$ cat src/rtl/cart_bus_ctrl.sv
// Atari 7800 cartridge bus front end: synchronises the async bus, drives ROM reads once the
// address has settled, switches SuperGame banks and issues one write strobe per bus cycle.
module cart_bus_ctrl #(
  parameter int          SYNC_STAGES   = 2,
  parameter int          BANK_BITS     = 3,
  parameter int          ROM_AW        = BANK_BITS + 14,
  parameter int          SETTLE_CYCLES = 3,
  parameter logic [11:0] IO_BASE       = 12'h045,
  parameter bit          BANKSW_EN     = 1'b1
) (
  input  logic                 clk,
  input  logic                 rst,
  input  logic [15:0]          a,
  input  logic [7:0]           d_in,
  input  logic                 phi2,
  input  logic                 rw,
  input  logic                 halt,
  output logic [ROM_AW-1:0]    rom_addr,
  input  logic [7:0]           rom_data,
  output logic [7:0]           d_out,
  output logic                 d_oe,
  output logic                 buf_dir,
  output logic                 buf_oe,
  output logic                 io_we,
  output logic [3:0]           io_addr,
  output logic [7:0]           io_wdata,
  output logic [BANK_BITS-1:0] bank
);

  localparam int                   NUM_BANKS = 2 ** BANK_BITS;
  localparam logic [BANK_BITS-1:0] BANK_HI   = BANK_BITS'(NUM_BANKS - 1);
  localparam logic [BANK_BITS-1:0] BANK_LO   = BANK_BITS'(NUM_BANKS - 2);
  localparam logic [3:0]           SETTLE_N  = 4'(SETTLE_CYCLES);

  typedef enum logic [2:0] {IDLE, SETTLE, FETCH, DRIVE, WR_WAIT, WR_STROBE} state_t;

  state_t state, state_nxt;

  logic [SYNC_STAGES-1:0][15:0] a_sync;
  logic [SYNC_STAGES-1:0][10:0] c_sync;
  logic [15:0]          a_s, a_next, a_prev;
  logic [7:0]           d_s, hold;
  logic                 phi2_s, rw_s, halt_s, phi2_d, phi2_fall;
  logic [3:0]           stab_cnt;
  logic                 stable, a_chg, a_settling;
  logic                 win, rom_hit, bank_hit, io_hit, wr_ok;
  logic [BANK_BITS-1:0] mapped_bank;
  logic                 wr_armed, wr_io, wr_bank, strobe_go;
  logic [3:0]           wr_idx;

  // Synchroniser chains (data only, no reset)
  always_ff @(posedge clk) begin
    a_sync <= {a_sync[SYNC_STAGES-2:0], a};
    c_sync <= {c_sync[SYNC_STAGES-2:0], {d_in, phi2, rw, halt}};
    a_prev <= a_s;
  end

  assign a_s                         = a_sync[SYNC_STAGES-1];
  assign a_next                      = a_sync[SYNC_STAGES-2];
  assign {d_s, phi2_s, rw_s, halt_s} = c_sync[SYNC_STAGES-1];
  assign phi2_fall                   = phi2_d & ~phi2_s;
  // Counter looks one stage ahead so it clears on the same edge a_s takes its new value.
  assign a_settling                  = (a_next != a_s);
  assign a_chg                       = (a_s != a_prev);
  assign stable                      = (stab_cnt >= SETTLE_N);
  assign win                         = (phi2_s & halt_s) | ~halt_s;

  assign rom_hit  = (a_s[15:14] != 2'b00);
  assign bank_hit = (a_s[15:14] == 2'b10);
  assign io_hit   = (a_s[15:4] == IO_BASE);
  assign wr_ok    = ~rw_s & halt_s & (io_hit | (bank_hit & BANKSW_EN));

  always_comb begin
    case (a_s[15:14])
      2'b01:   mapped_bank = BANK_LO;
      2'b10:   mapped_bank = bank;
      default: mapped_bank = BANK_HI;
    endcase
  end

  always_comb begin
    state_nxt = state;
    case (state)
      IDLE:
        if (win && (rom_hit || io_hit) && (rw_s || (wr_armed && halt_s))) state_nxt = SETTLE;
      SETTLE:
        if (!win)                       state_nxt = IDLE;
        else if (stable) begin
          if (rw_s && rom_hit)          state_nxt = FETCH;
          else if (wr_ok)               state_nxt = WR_WAIT;
          else                          state_nxt = IDLE;
        end
      FETCH:                            state_nxt = DRIVE;
      DRIVE:
        if (a_chg || !rw_s || !win)     state_nxt = IDLE;
      WR_WAIT:
        // A completed phase wins over an address change seen in the same clk.
        if (phi2_fall)                  state_nxt = WR_STROBE;
        else if (!halt_s || a_chg)      state_nxt = IDLE;
      WR_STROBE:                        state_nxt = IDLE;
      default:                          state_nxt = IDLE;
    endcase
  end

  assign strobe_go = (state == WR_WAIT) && phi2_fall;

  // Datapath registers: ROM address, write hold and latched write target
  always_ff @(posedge clk) begin
    if (state == SETTLE && state_nxt == FETCH) rom_addr <= ROM_AW'({mapped_bank, a_s[13:0]});
    if (state == WR_WAIT && phi2_s) hold <= d_s;
    if (state == SETTLE && state_nxt == WR_WAIT) begin
      wr_io   <= io_hit;
      wr_bank <= bank_hit;
      wr_idx  <= a_s[3:0];
    end
  end

  // Control registers
  always_ff @(posedge clk) begin
    if (rst) begin
      state    <= IDLE;
      stab_cnt <= 4'd0;
      phi2_d   <= 1'b0;
      wr_armed <= 1'b0;
      io_we    <= 1'b0;
      io_addr  <= 4'd0;
      io_wdata <= 8'd0;
      bank     <= '0;
    end else begin
      state    <= state_nxt;
      phi2_d   <= phi2_s;
      if (a_settling)              stab_cnt <= 4'd0;
      else if (stab_cnt != 4'hF)   stab_cnt <= stab_cnt + 4'd1;
      if (state == WR_STROBE)      wr_armed <= 1'b0;
      else if (!phi2_s)            wr_armed <= 1'b1;
      io_we <= strobe_go & wr_io;
      if (strobe_go && wr_io) begin
        io_addr  <= wr_idx;
        io_wdata <= hold;
      end
      if (strobe_go && wr_bank && BANKSW_EN) bank <= hold[BANK_BITS-1:0];
    end
  end

  assign d_oe    = (state == DRIVE);
  assign d_out   = d_oe ? rom_data : 8'd0;
  assign buf_dir = (state == DRIVE);
  assign buf_oe  = ~((state == DRIVE) | (state == WR_WAIT));

endmodule
$ cat config.mk
export PLATFORM = sky130hd
export DESIGN_NAME = cart_bus_ctrl
export DESIGN_NICKNAME = d
export VERILOG_FILES = /design/src/rtl/cart_bus_ctrl.sv
export SDC_FILE = /design/constraint.sdc
export NUM_CORES = 1
export LEC_CHECK = 0
export ABC_AREA = 0
export BUFFER_PORTS_ARGS = -buffer_cell sky130_fd_sc_hd__buf_4
export CORE_UTILIZATION = 45
export CTS_BUF_LIST = sky130_fd_sc_hd__clkbuf_2
export DETAILED_ROUTE_END_ITERATION = 12
export GPL_ROUTABILITY_DRIVEN = 0
export GPL_TIMING_DRIVEN = 1
export PLACE_DENSITY = 0.67
export SLEW_MARGIN = 5
export SYNTH_ARGS = -nofsm -noshare
export SYNTH_HDL_FRONTEND = slang
export SYNTH_SLANG_ARGS = --single-unit
$ cat constraint.sdc
create_clock -name clk -period 2.1 [get_ports clk]
set_input_delay 0.21 -clock clk [delete_from_list [all_inputs] [get_ports clk]]
set_output_delay 0.21 -clock clk [all_outputs]
set_load 0.005 [all_outputs]
# Yosys cells after proc, flatten, opt, wreduce, memory -nomap -nowiden
# Cells that the tools add are included.
# Widths: inputs -> output; s select.
# totals
register_bits	126
latch_bits	0
ram_bits	0
mem_bits_ro	0
in_bits	37
word_cells	78
mem_count	0
# classes
n_addsub	1
multipliers	0
div_mod_pow	0
n_lt_le_gt_ge	1
n_eq_ne	13
n_shift	0
n_mux	11
bitwise	12
reduce_logical	22
# ops
operator	count
$ne 16x16->1	2
$mux 3	8
$pmux 3 s5	1
$eq 12x7->1 const B	1
$logic_and 1x1->1	10
$eq 3x2->1 const B	3
$eq 3x3->1 const B	3
$mux 8	1
$pmux 3 s2	1
$and 1x1->1	5
$logic_or 1x1->1	5
$add 4x1->4 const B	1
$ge 4x2->1 const B	1
$ne 4x4->1 const B	1
$not 1->1	4
$reduce_or 2->1	2
$eq 3x1->1 const B	1
$logic_not 1->1	3
$logic_not 3->1	1
$or 1x1->1	3
$eq 2x1->1 const B	1
$eq 2x2->1 const B	1
$reduce_bool 2->1	1

# Depth between registers and ports, before layout
# logic_depth
ltp_word	10
depth_mapped	7
mapped_depth_nobuf	6

# Worst setup path before layout
# OpenSTA, ideal clock, no wires.
# synth_timing
kind	reg-to-reg
start	register c_sync[13] (netlist bit)
end	register rom_addr[0] (enable)
setup_ps	369
arrival_ps	1706
t_required_ps	1731
path_slack_ps	25
path_stages_with_launch	6
period_less_slack_ps	2075
path_cell_list	dfxtp_1 nand2b_1 nor4bb_1 nand2b_1 or3b_2 inv_1
# synth_via
elab_chain_len	8
elab_cells_between_ends	15
classes_between	1 x eq/ne; 5 x mux; 4 x bitwise; 5 x reduce/logical
# synth_lines
item	line_no	text
from (decl)	40	logic [SYNC_STAGES-1:0][10:0] c_sync;
from (signal assigned)	54	c_sync <= {c_sync[SYNC_STAGES-2:0], {d_in, phi2, rw, halt}};
$and 1x1->1	66	assign win = (phi2_s & halt_s) | ~halt_s;
$or 1x1->1	66	
$logic_not 1->1 or $logic_and 1x1->1 (tied branches)	95, 85	
$logic_or 1x1->1 or $logic_and 1x1->1 (tied branches)	95, 85	
$mux 3 (on tied branches)	95, 85	
$pmux 3 s5 (*)	83	case (state)
$eq 3x2->1 (*)	109	if (state == SETTLE && state_nxt == FETCH) rom_addr <= ROM_AW'({mapped_bank, a_s[13:0]});
$logic_and 1x1->1 (*)	109	
to (signal assigned)	109	
to (decl)	18	output logic [ROM_AW-1:0] rom_addr,
# Mark *: on every way between the ends. The rest lies on a longest branch, timed or not.
# A chain may end at the register's enable or synchronous reset.

# Worst setup path in the final report
# layout_timing
start	register state[0]
end	register rom_addr[12] (enable)
# layout_via
elab_chain_len	5
elab_cells_between_ends	14
classes_between	5 x eq/ne; 7 x mux; 2 x reduce/logical
# layout_lines
item	line_no	text
from (decl)	37	state_t state, state_nxt;
from (signal assigned)	130	state <= state_nxt;
$mux 3 (on tied branches)	99, 88	
$mux 3 (on tied branches)	98, 87	
$pmux 3 s5	83	
$eq 3x2->1	109	
$logic_and 1x1->1 (*)	109	
# Marked as above.

==> summary.txt <==
Worst setup path
  • Reg-to-Reg Start: state[0]$_SDFF_PP0_
  • Type of origin of the critical path: register
  • Worst-path fanout max: 17
  • Critical Path RT: 2.47 ns
  • FF-to-FF setup slack: 0.09 ns
  • Reg2reg path depth: 5
  • CP endpoint kind: register
  • Reg-to-reg endpoint: rom_addr[12]$_DFFE_PP_
  • CP endpoint: rom_addr[12]$_DFFE_PP_
  • Worst Path Arrival: 2.38 ns
  • WS Path Type: register to register
  • CP startpoint: state[0]$_SDFF_PP0_

Power
  • Pwr Density: 870 nW/um^2
  • Tot Pwr: 4600 uW
  • Static Leakage: 0.00215 uW
  • Maximum VDD drop: 0.000555 V

Finish
  • Filler instances: 622
  • P&R area growth vs syn: 35.6%
  • Fraction of layout cells with a size suffix above 1: 0.303
  • # diodes: 0
  • Final Net Count: 467
  • Non-filler cells in the finished layout: 544

Clocking
  • Post-CTS setup buffer count: 0
  • CTS Sinks: 126
  • Worst skew pair latency: 0.65 ns
  • H-tree levels: 4
  • TritonCTS Buffers: 17
  • Clock slew at reported path FFs: 0.18 ns
  • CTS max path bufs: 2
  • CTS root buf: clkbuf_2
  • CTS tree: built

Route
  • Initial DRC Count: 122
  • Routed via count: 2,562
  • Vias/cell: 4.71
  • Number of nets still failing antenna checks after routing: 0
  • # DRC: 0
  • DR WL/cell: 14.0 microns
  • Post-Route WL: 7600 microns
  • DRT Pass-1 Iters: 4

STA
  • PnR worst setup slack: 0.0898 ns
  • Least-Margin Pin Slew: 0.499 ns
  • Final period util: 0.957
  • Final Slew Violations: 0
  • Setup TNS: 0 ns
  • Max transition margin: 0.664
  • Fin Hold WS: 0.194 ns
  • Skew final: 0.0270 ns
  • Fmax: 497 MHz
  • Final min period: 2.01 ns
  • Setup Viol. Count Final: 0
  • Endpoints failing hold: 0

Synth
  • Ys flop type: dfxtp_1
  • Post-synthesis register bit count: 126
  • Post-synthesis cell count: 296
  • Sequential fraction of the synthesis area: 0.726
  • Post-synthesis average cell area: 13.2 sq um
  • Synth async-reset ratio: 0
  • Number of synthesized flops with an enable pin: 31
  • Synth cell types: 35
  • Synthesis warning total: 0
  • Cell area after synthesis: 3900 sq um
  • Post-Syn Nets: 337

Placement
  • Inst Count DP: 484
  • DP HPWL: 5010 microns
  • IO buf count: 80
  • Setup slack after placement: 0.0795 ns

Worst hold path
  • Hold path depth: 2
  • Worst hold path type: input port to register

GRT
  • Initial antenna violation count: 0
  • Tot GR Track Use: 0.181
  • First-pass GRT wire length: 11,800 microns
  • Vias in the first global route: 2,433
  • Largest net degree at the start of global routing: 20
  • Grt ovf: 0

Floorplan
  • Core area: 8300 sq um
  • Die height: 95.1 microns
  • # IOs: 81
  • FP Rows: 33
  • Die ar.: 9050 sq um
  • Die Wd: 95.1 microns
  • Starting Density: 0.470

Flow run
  • Max-Cap Viols: 0

Run status
  • Outcome: completed
==> final cells by class <==
class	count	area (sq um)	share of cell area
Sequential cell	126	2830	0.536
Multi-Input combinational cell	154	1010	0.191
Timing Repair Buffer	119	980	0.185
Clock inverter	15	218	0.0412
Tap cell	105	131	0.0248
Clock buffer	17	85.1	0.0161
Inverter	8	30.0	0.00568
==> worst min path at each step <==
| stage | from | to | slack, ns |
|---|---|---|---|
| floorplan | a[0] | a_next[0]$_DFF_P_ | 0.24 |
| global placement | c_sync[4]$_DFF_P_ | c_sync[15]$_DFF_P_ | 0.31 |
| detailed placement | c_sync[9]$_DFF_P_ | c_sync[20]$_DFF_P_ | 0.31 |
| CTS | a[12] | a_next[12]$_DFF_P_ | 0.13 |
| global route | a[10] | a_next[10]$_DFF_P_ | 0.12 |
| finish | a[6] | a_next[6]$_DFF_P_ | 0.19 |
==> cell usage in the layout, fill, tap and decap left out, drive strengths merged, types with 9 or more instances in the layout <==
master / n
dfxtp: 95
buf: 91
xnor2: 33
edfxtp: 31
dlygate4sd3: 28
nand2: 24
nand3: 19
a21oi: 18
clkbuf: 17
nor2: 9
nand4: 9
and2: 9
inv: 9
==> layer usage <==
| layer | share of wire | vias to the layer above | track usage |
|---|---|---|---|
| li1 | - | 1285 | - |
| met1 | 0.43 | 1185 | 0.220 |
| met2 | 0.50 | 81 | 0.291 |
| met3 | 0.058 | 11 | 0.0590 |
| met4 | 0.014 | 0 | 0.0833 |
| met5 | 0 | - | 0 |
==> cell usage after synthesis, drive strengths merged (4+ instances only) <==
library cell  number  area share
and2               9       0.014
nand2             24       0.023
ha                 4       0.013
clkbuf             5      0.0048
a21oi             18       0.023
dfxtp             95        0.49
edfxtp            31        0.24
nand3             19       0.024
nand4              9       0.014
inv                8      0.0077
nor2               9      0.0087
xnor2             33       0.074
==> state kept, by name (all words and copies together), names as in the netlist, 3 cells and up <==
name	cells
c_sync	22
rom_addr	17
a_next	16
a_prev	16
a_s	16
hold	8
io_wdata	8
io_addr	4
stab_cnt	4
wr_idx	4
bank	3
state	3
==> critical path, cell delays in order, from the launching register on <==
cell	delay [ns]
dfxtp_1	0.48
nor4bb_1	0.41
nand2b_1	0.12
or3b_2	0.47
inv_1	0.11
buf_12	0.17
==> power by group <==
group | internal [uW] | leakage (uW) | switching (uW) | total (uW)
logic | 141 | 0.000906 | 72.9 | 214
registers | 2560 | 0.00107 | 50.9 | 2610
clock network | 895 | 0.000166 | 879 | 1770
total | 3600 | 0.00215 | 1000 | 4600
==> through the flow <==
stage / cell area (sq um) / util
floorplan: 3900 / -
global placement: 4690 / 0.566
detailed placement: 4690 / 0.566
CTS: 5280 / 0.636
global route: 5290 / 0.637
finish: 5290 / 0.637
==> repair_timing <==
action | 4_1_cts | 5_1_grt
setup endpoints to repair | 8 | 8
pin swaps | 0 | 1
hold endpoints to repair | 46 | 0
hold buffers | 28 | 0
resized for setup | 1 | 3
==> cells by family after synthesis <==
group                    share of synthesized area
AO/OA/AOI/OAI                               0.0465
XOR/XNOR                                    0.0741
adder cells (fa/ha/maj)                     0.0128
buffers and inverters                       0.0167
flip-flops                                   0.726
multiplexers                               0.00257
AND/OR/NAND/NOR                              0.121
Note: power is estimated with default switching activity, not from simulation.
